### config.mk
export PLATFORM = sky130hd
export DESIGN_NAME = input_conditioner
export DESIGN_NICKNAME = d
export VERILOG_FILES = /design/src/rtl/input_conditioner.sv
export SDC_FILE = /design/constraint.sdc
export NUM_CORES = 1
export LEC_CHECK = 0
export CAP_MARGIN = 20
export CORE_MARGIN = 8
export CORE_UTILIZATION = 45
export CTS_CLUSTER_SIZE = 20
export DETAILED_ROUTE_END_ITERATION = 10
export GPL_ROUTABILITY_DRIVEN = 0
export PLACE_DENSITY = 0.79
export RECOVER_POWER = 100
export SLEW_MARGIN = 25
export SYNTH_ARGS = -nofsm -noshare
export SYNTH_HDL_FRONTEND = slang
export SYNTH_SLANG_ARGS = --single-unit
### constraint.sdc
create_clock -name clk -period 1.4 [get_ports clk]
set_input_delay 0.14 -clock clk [delete_from_list [all_inputs] [get_ports clk]]
set_output_delay 0.14 -clock clk [all_outputs]
set_load 0.01 [all_outputs]
### src/rtl/input_conditioner.sv
`default_nettype none
// ============================================================================
//  Module      : input_conditioner
//  Description : Per-channel synchronizer, debouncer, edge detector with
//                optional auto-repeat, and pulse stretcher for N raw inputs.
//  Revision    : 1.0 - initial release
// ============================================================================
module input_conditioner #(
    parameter int N             = 4,
    parameter int DB_CYCLES     = 4,
    parameter int STRETCH       = 4,
    parameter int EDGE_MODE     = 0,
    parameter int REPEAT_DELAY  = 0,
    parameter int REPEAT_PERIOD = 16
) (
    input  logic         clk,
    input  logic         rst,
    input  logic [N-1:0] in,
    input  logic [N-1:0] en,
    output logic [N-1:0] level,
    output logic [N-1:0] pulse,
    output logic [N-1:0] stretched,
    output logic         any_pulse
);

    // Debounce counter tops out at DB_CYCLES-1 (the flip happens on that count).
    localparam int C_DB_W     = (DB_CYCLES > 1) ? $clog2(DB_CYCLES) : 1;
    localparam int C_ST_W     = $clog2(STRETCH + 1);
    // Hold counter tops out at one less than the longer of delay and period.
    localparam int C_HOLD_TOP = (REPEAT_DELAY > REPEAT_PERIOD) ? REPEAT_DELAY : REPEAT_PERIOD;
    localparam int C_HOLD_W   = (C_HOLD_TOP > 1) ? $clog2(C_HOLD_TOP) : 1;

    localparam bit   C_REPEAT_EN = (REPEAT_DELAY > 0) && (EDGE_MODE != 2);
    localparam logic C_ACTIVE    = (EDGE_MODE == 1) ? 1'b0 : 1'b1;

    localparam logic [C_DB_W-1:0]   C_DB_LAST     = C_DB_W'(DB_CYCLES - 1);
    localparam logic [C_ST_W-1:0]   C_ST_LOAD     = C_ST_W'(STRETCH);
    localparam logic [C_HOLD_W-1:0] C_DELAY_LAST  = C_HOLD_W'(REPEAT_DELAY - 1);
    localparam logic [C_HOLD_W-1:0] C_PERIOD_LAST = C_HOLD_W'(REPEAT_PERIOD - 1);
    localparam logic [C_HOLD_W-1:0] C_HOLD_SAT    = C_HOLD_W'(C_HOLD_TOP - 1);

    logic [N-1:0]          sync1_q, sync1_d;
    logic [N-1:0]          sync2_q, sync2_d;
    logic [N-1:0]          level_q, level_d;
    logic [N-1:0]          pulse_q, pulse_d;
    logic [N-1:0]          run_q,   run_d;     // repeat timer armed by an edge pulse
    logic [N-1:0]          rep_q,   rep_d;     // first repeat already issued
    logic [C_DB_W-1:0]     db_cnt_q   [N];
    logic [C_DB_W-1:0]     db_cnt_d   [N];
    logic [C_HOLD_W-1:0]   hold_q     [N];
    logic [C_HOLD_W-1:0]   hold_d     [N];
    logic [C_ST_W-1:0]     st_cnt_q   [N];
    logic [C_ST_W-1:0]     st_cnt_d   [N];

    logic                  edge_ok;
    logic                  fire;
    logic [C_HOLD_W-1:0]   hold_last;

    // Next-state for every channel: sync, debounce, edge/repeat, stretch.
    always_comb begin
        sync1_d   = in;
        sync2_d   = sync1_q;
        level_d   = level_q;
        pulse_d   = '0;
        run_d     = '0;
        rep_d     = '0;
        edge_ok   = 1'b0;
        fire      = 1'b0;
        hold_last = '0;
        for (int i = 0; i < N; i++) begin
            db_cnt_d[i] = '0;
            hold_d[i]   = '0;
            st_cnt_d[i] = '0;
            edge_ok     = 1'b0;
            fire        = 1'b0;

            // Count consecutive disagreeing samples; any agreement restarts at 0.
            if (sync2_q[i] != level_q[i]) begin
                if (db_cnt_q[i] == C_DB_LAST) begin
                    level_d[i] = sync2_q[i];
                end else begin
                    db_cnt_d[i] = db_cnt_q[i] + 1'b1;
                end
            end

            if (level_d[i] != level_q[i]) begin
                if (EDGE_MODE == 2) begin
                    edge_ok = 1'b1;
                end else begin
                    edge_ok = (level_d[i] == C_ACTIVE);
                end
            end
            edge_ok = edge_ok & en[i];

            // Repeat timer only runs after a real edge pulse, and stops as soon
            // as the level goes inactive (including the deactivating cycle).
            if (C_REPEAT_EN) begin
                hold_last = rep_q[i] ? C_PERIOD_LAST : C_DELAY_LAST;
                if (edge_ok) begin
                    run_d[i] = 1'b1;
                end else if (run_q[i] && en[i] && (level_d[i] == C_ACTIVE)) begin
                    run_d[i] = 1'b1;
                    rep_d[i] = rep_q[i];
                    if (hold_q[i] == hold_last) begin
                        fire     = 1'b1;
                        rep_d[i] = 1'b1;
                    end else if (hold_q[i] != C_HOLD_SAT) begin
                        hold_d[i] = hold_q[i] + 1'b1;
                    end else begin
                        hold_d[i] = hold_q[i];
                    end
                end
            end

            pulse_d[i] = edge_ok | fire;

            // Retrigger reloads the full length rather than extending it.
            if (pulse_d[i]) begin
                st_cnt_d[i] = C_ST_LOAD;
            end else if (st_cnt_q[i] != '0) begin
                st_cnt_d[i] = st_cnt_q[i] - 1'b1;
            end
        end
    end

    // State registers with synchronous reset.
    always_ff @(posedge clk) begin
        if (rst) begin
            sync1_q <= '0;
            sync2_q <= '0;
            level_q <= '0;
            pulse_q <= '0;
            run_q   <= '0;
            rep_q   <= '0;
            for (int i = 0; i < N; i++) begin
                db_cnt_q[i] <= '0;
                hold_q[i]   <= '0;
                st_cnt_q[i] <= '0;
            end
        end else begin
            sync1_q <= sync1_d;
            sync2_q <= sync2_d;
            level_q <= level_d;
            pulse_q <= pulse_d;
            run_q   <= run_d;
            rep_q   <= rep_d;
            for (int i = 0; i < N; i++) begin
                db_cnt_q[i] <= db_cnt_d[i];
                hold_q[i]   <= hold_d[i];
                st_cnt_q[i] <= st_cnt_d[i];
            end
        end
    end

    // Outputs are straight from registers; stretched is "count still running".
    always_comb begin
        level     = level_q;
        pulse     = pulse_q;
        any_pulse = |pulse_q;
        stretched = '0;
        for (int i = 0; i < N; i++) begin
            stretched[i] = (st_cnt_q[i] != '0);
        end
    end

endmodule
`default_nettype wire
==> flow_summary_export.csv <==
group,metric,value,unit
synthesis,async_flop_share,0,%
detailed_routing,route.detailed.drc,0,
sta,timing.setup.tns,-62.4,ps
detailed_routing,vias_per_cell,4.87,
sta,fmax,685,MHz
status,violations,"negative setup slack",
floorplan,pin_count,23,
critical_path,critPathTopFamily,"simple AND/OR/NAND/NOR gates",
clock_tree,htreeDepth,2,
floorplan,core,0.00305,mm^2
placed_design,dpl.cell_count,202,
sta,slew_headroom,55.6,%
synthesis,synthesis.area,0.00145,mm^2
clock_tree,insertion_delay,320,ps
synthesis,syn_inst,133,
critical_path,crit_buf_inv,1,
detailed_routing,finalWirelength,2.45,mm
global_route,grt_pass1_wl,4.12,mm
sta,finalWorstSetupSlack,-60.5,ps
floorplan,die_x,72.8,um
cells_and_area,num-nets-final,192,
cells_and_area,n_antenna_cell,0,
critical_path,rrSetupSlack,100,ps
global_route,grt_pass1_vias,1051,
floorplan,start_util,47.5,%
run,maxCapViolations,0,
pwr,total_power,1.94,mW
detailed_routing,routedWlPerCell,11.7,um
sta,worstMarginPinSlew,666,ps
synthesis,synth_compound_area_share,1.38,%
synthesis,syn_area_per_cell,10.9,um^2
floorplan,die_h,72.8,um
placed_design,place_hpwl,1.92,mm
sta,clock_skew,3.35,ps
clock_tree,cts.reportedPaths.clkPinSlew,100,ps
synthesis,synth_edf_count,0,
cells_and_area,final_common_cell,"dfxtp_1",
synthesis,ys_seq_elements,36,
global_route,track_usage,9.95,%
clock_tree,cts_inserted_buffers,5,
synthesis,ys_seq_area_share,49.7,%
synthesis,yosys_warnings,0,
cells_and_area,area_growth_syn_to_layout,25.3,%
sta,rsz0062_at_grt,"true",
status,status,"finished, violations left",
global_route,antenna_found_initial,0,
cells_and_area,final_util,59.5,%
global_route,grt_max_degree,18,
sta,fin_crit,1460,ps
clock_tree,hold_buffers,0,
clock_tree,clock_sink_count,36,
sta,setup-violations-final,2,
floorplan,die_area,0.00529,mm^2
critical_path,endpoint_kind,"primary output",
clock_tree,cts_tree,"built",
synthesis,yosys.cell_types.count,17,
critical_path,cp-start-kind,"register",
clock_tree,root_buffer,"clkbuf_4",
synthesis,synth_mux_area_share,2.76,%
detailed_routing,ant_nets,0,
critical_path,critical_path.cell_chain,"or4_1, buf_2",
cells_and_area,fin_cells,210,
critical_path,path_max_fanout,2,
clock_tree,clockBufferDepth,2,
sta,hold_slack,357,ps
sta,fin_crit_sh,104,%
critical_path,crit_required,1260,ps
synthesis,yosys_most_used_dff,"dfxtp_1",
pwr,cellPowerDensity,1070,mW/mm^2
sta,hold_viol,0,
synthesis,yosys.area_share.simple,20.8,%
cells_and_area,layout_common_cells,"35 x dfxtp_1, 21 x inv_1, 12 x nor4_1, 11 x ha_1, 10 x clkdlybuf4s50_1",
critical_path,criticalPathCategory,"register to primary output",
hold_path,worstHoldPathType,"input port to register",
global_route,grt-ovfl-total,0,
cells_and_area,drive_gt1_share,15.7,%
pwr,leakage,0.797,nW
critical_path,crit_slowest_cell,"or4_1",
synthesis,yosys.area_share.xor_xnor,2.42,%
synthesis,synth_top_family_by_area,"simple AND/OR/NAND/NOR gates",
pwr,ir_drop,0.722,mV
critical_path,arrival,1320,ps
synthesis,synth-adder-area-share,13.8,%
floorplan,core.rowCount,20,
detailed_routing,drtPass1Iterations,3,
placed_design,place.port_buffers,22,
sta,final_max_slew_viol_count,0,
detailed_routing,vias,1022,
synthesis,syn_nets,159,
detailed_routing,drtIter0Drc,29,
critical_path,cp_slowest_stage_delay,520,ps
[worst paths after layout]
| check | to | depth (start not counted) | from |
|---|---|---|---|
| setup reg to reg | st_cnt_q[0][1] | 5 | st_cnt_q[0][0] |
| hold reg to reg | st_cnt_q[1][0] | 1 | st_cnt_q[1][0] |
| hold / removal | sync1_q[1] | 2 | in[1] |
| setup / recovery | any_pulse | 2 | pulse[1] |
[flip-flops by register name (all words and copies together) (netlist names)]
name and cells:
pulse 4, db_cnt_q 8, sync1_q 4, level 4
sync2_q 4, st_cnt_q 12
[Yosys cell counts, drive strengths merged (3+ instances only)]
cell / count / area share [%]
dfxtp: 36 / 50
inv: 24 / 6.2
ha: 16 / 14
nor4: 12 / 5.2
nor2: 8 / 2.1
nor2b: 5 / 2.2
a21oi: 4 / 1.4
and4b: 4 / 2.8
buf: 4 / 2.9
mux2i: 4 / 2.8
nand4b: 4 / 2.4
nor4b: 4 / 4.1
xnor2: 4 / 2.4
and2b: 3 / 1.6
[cells by family after synthesis]
| group | count (synthesis) |
|---|---|
| simple gates | 41 |
| xor+xnor | 4 |
| buf+inv | 28 |
| fa+ha+maj | 16 |
| mux | 4 |
| flops | 36 |
| compound gates | 4 |
[through the flow]
stage          setup WS (ps)  instance area, um^2
2_1_floorplan            344                 1450
3_3_place_gp           -53.2                 1740
3_5_place_dp           -99.6                 1740
4_1_cts                -85.3                 1800
5_1_grt                 -111                 1820
6_report               -60.5                 1820
[power by group]
group / internal, mW / switching [mW] / total (mW) / leakage, nW
Combinational: 0.154 / 0.122 / 0.277 / 0.467
Clock: 0.285 / 0.301 / 0.586 / 0.0374
Sequential: 1.06 / 0.0169 / 1.08 / 0.293
Total: 1.50 / 0.440 / 1.94 / 0.797
[per-layer routing]
metal | up-vias | GRT usage (%) | wire length (um)
met1 | 480 | 8.15 | 940
met3 | 7 | 5.49 | 190
li1 | 512 | - | -
met2 | 23 | 18.6 | 1290
met5 | - | 0 | 0
met4 | 0 | 4.89 | 35
[layout make-up]
type	count	area, um^2
clock buffers	7	65.1
fillers	283	1240
inverters	24	90.1
multi-input cells	69	634
flip-flops and latches	36	722
well taps	44	55.1
repair buffers	30	250
[what timing repair did]
| action | 4_1_cts | 5_1_grt |
|---|---|---|
| setup endpoints to repair | 10 | 7 |
| buffers inserted | 0 | 1 |
| gates resized for setup | 38 | 13 |
| gates cloned | 0 | 0 |
| pin swaps | 0 | 4 |
No activity file was read; power rests on OpenSTA's default activity.
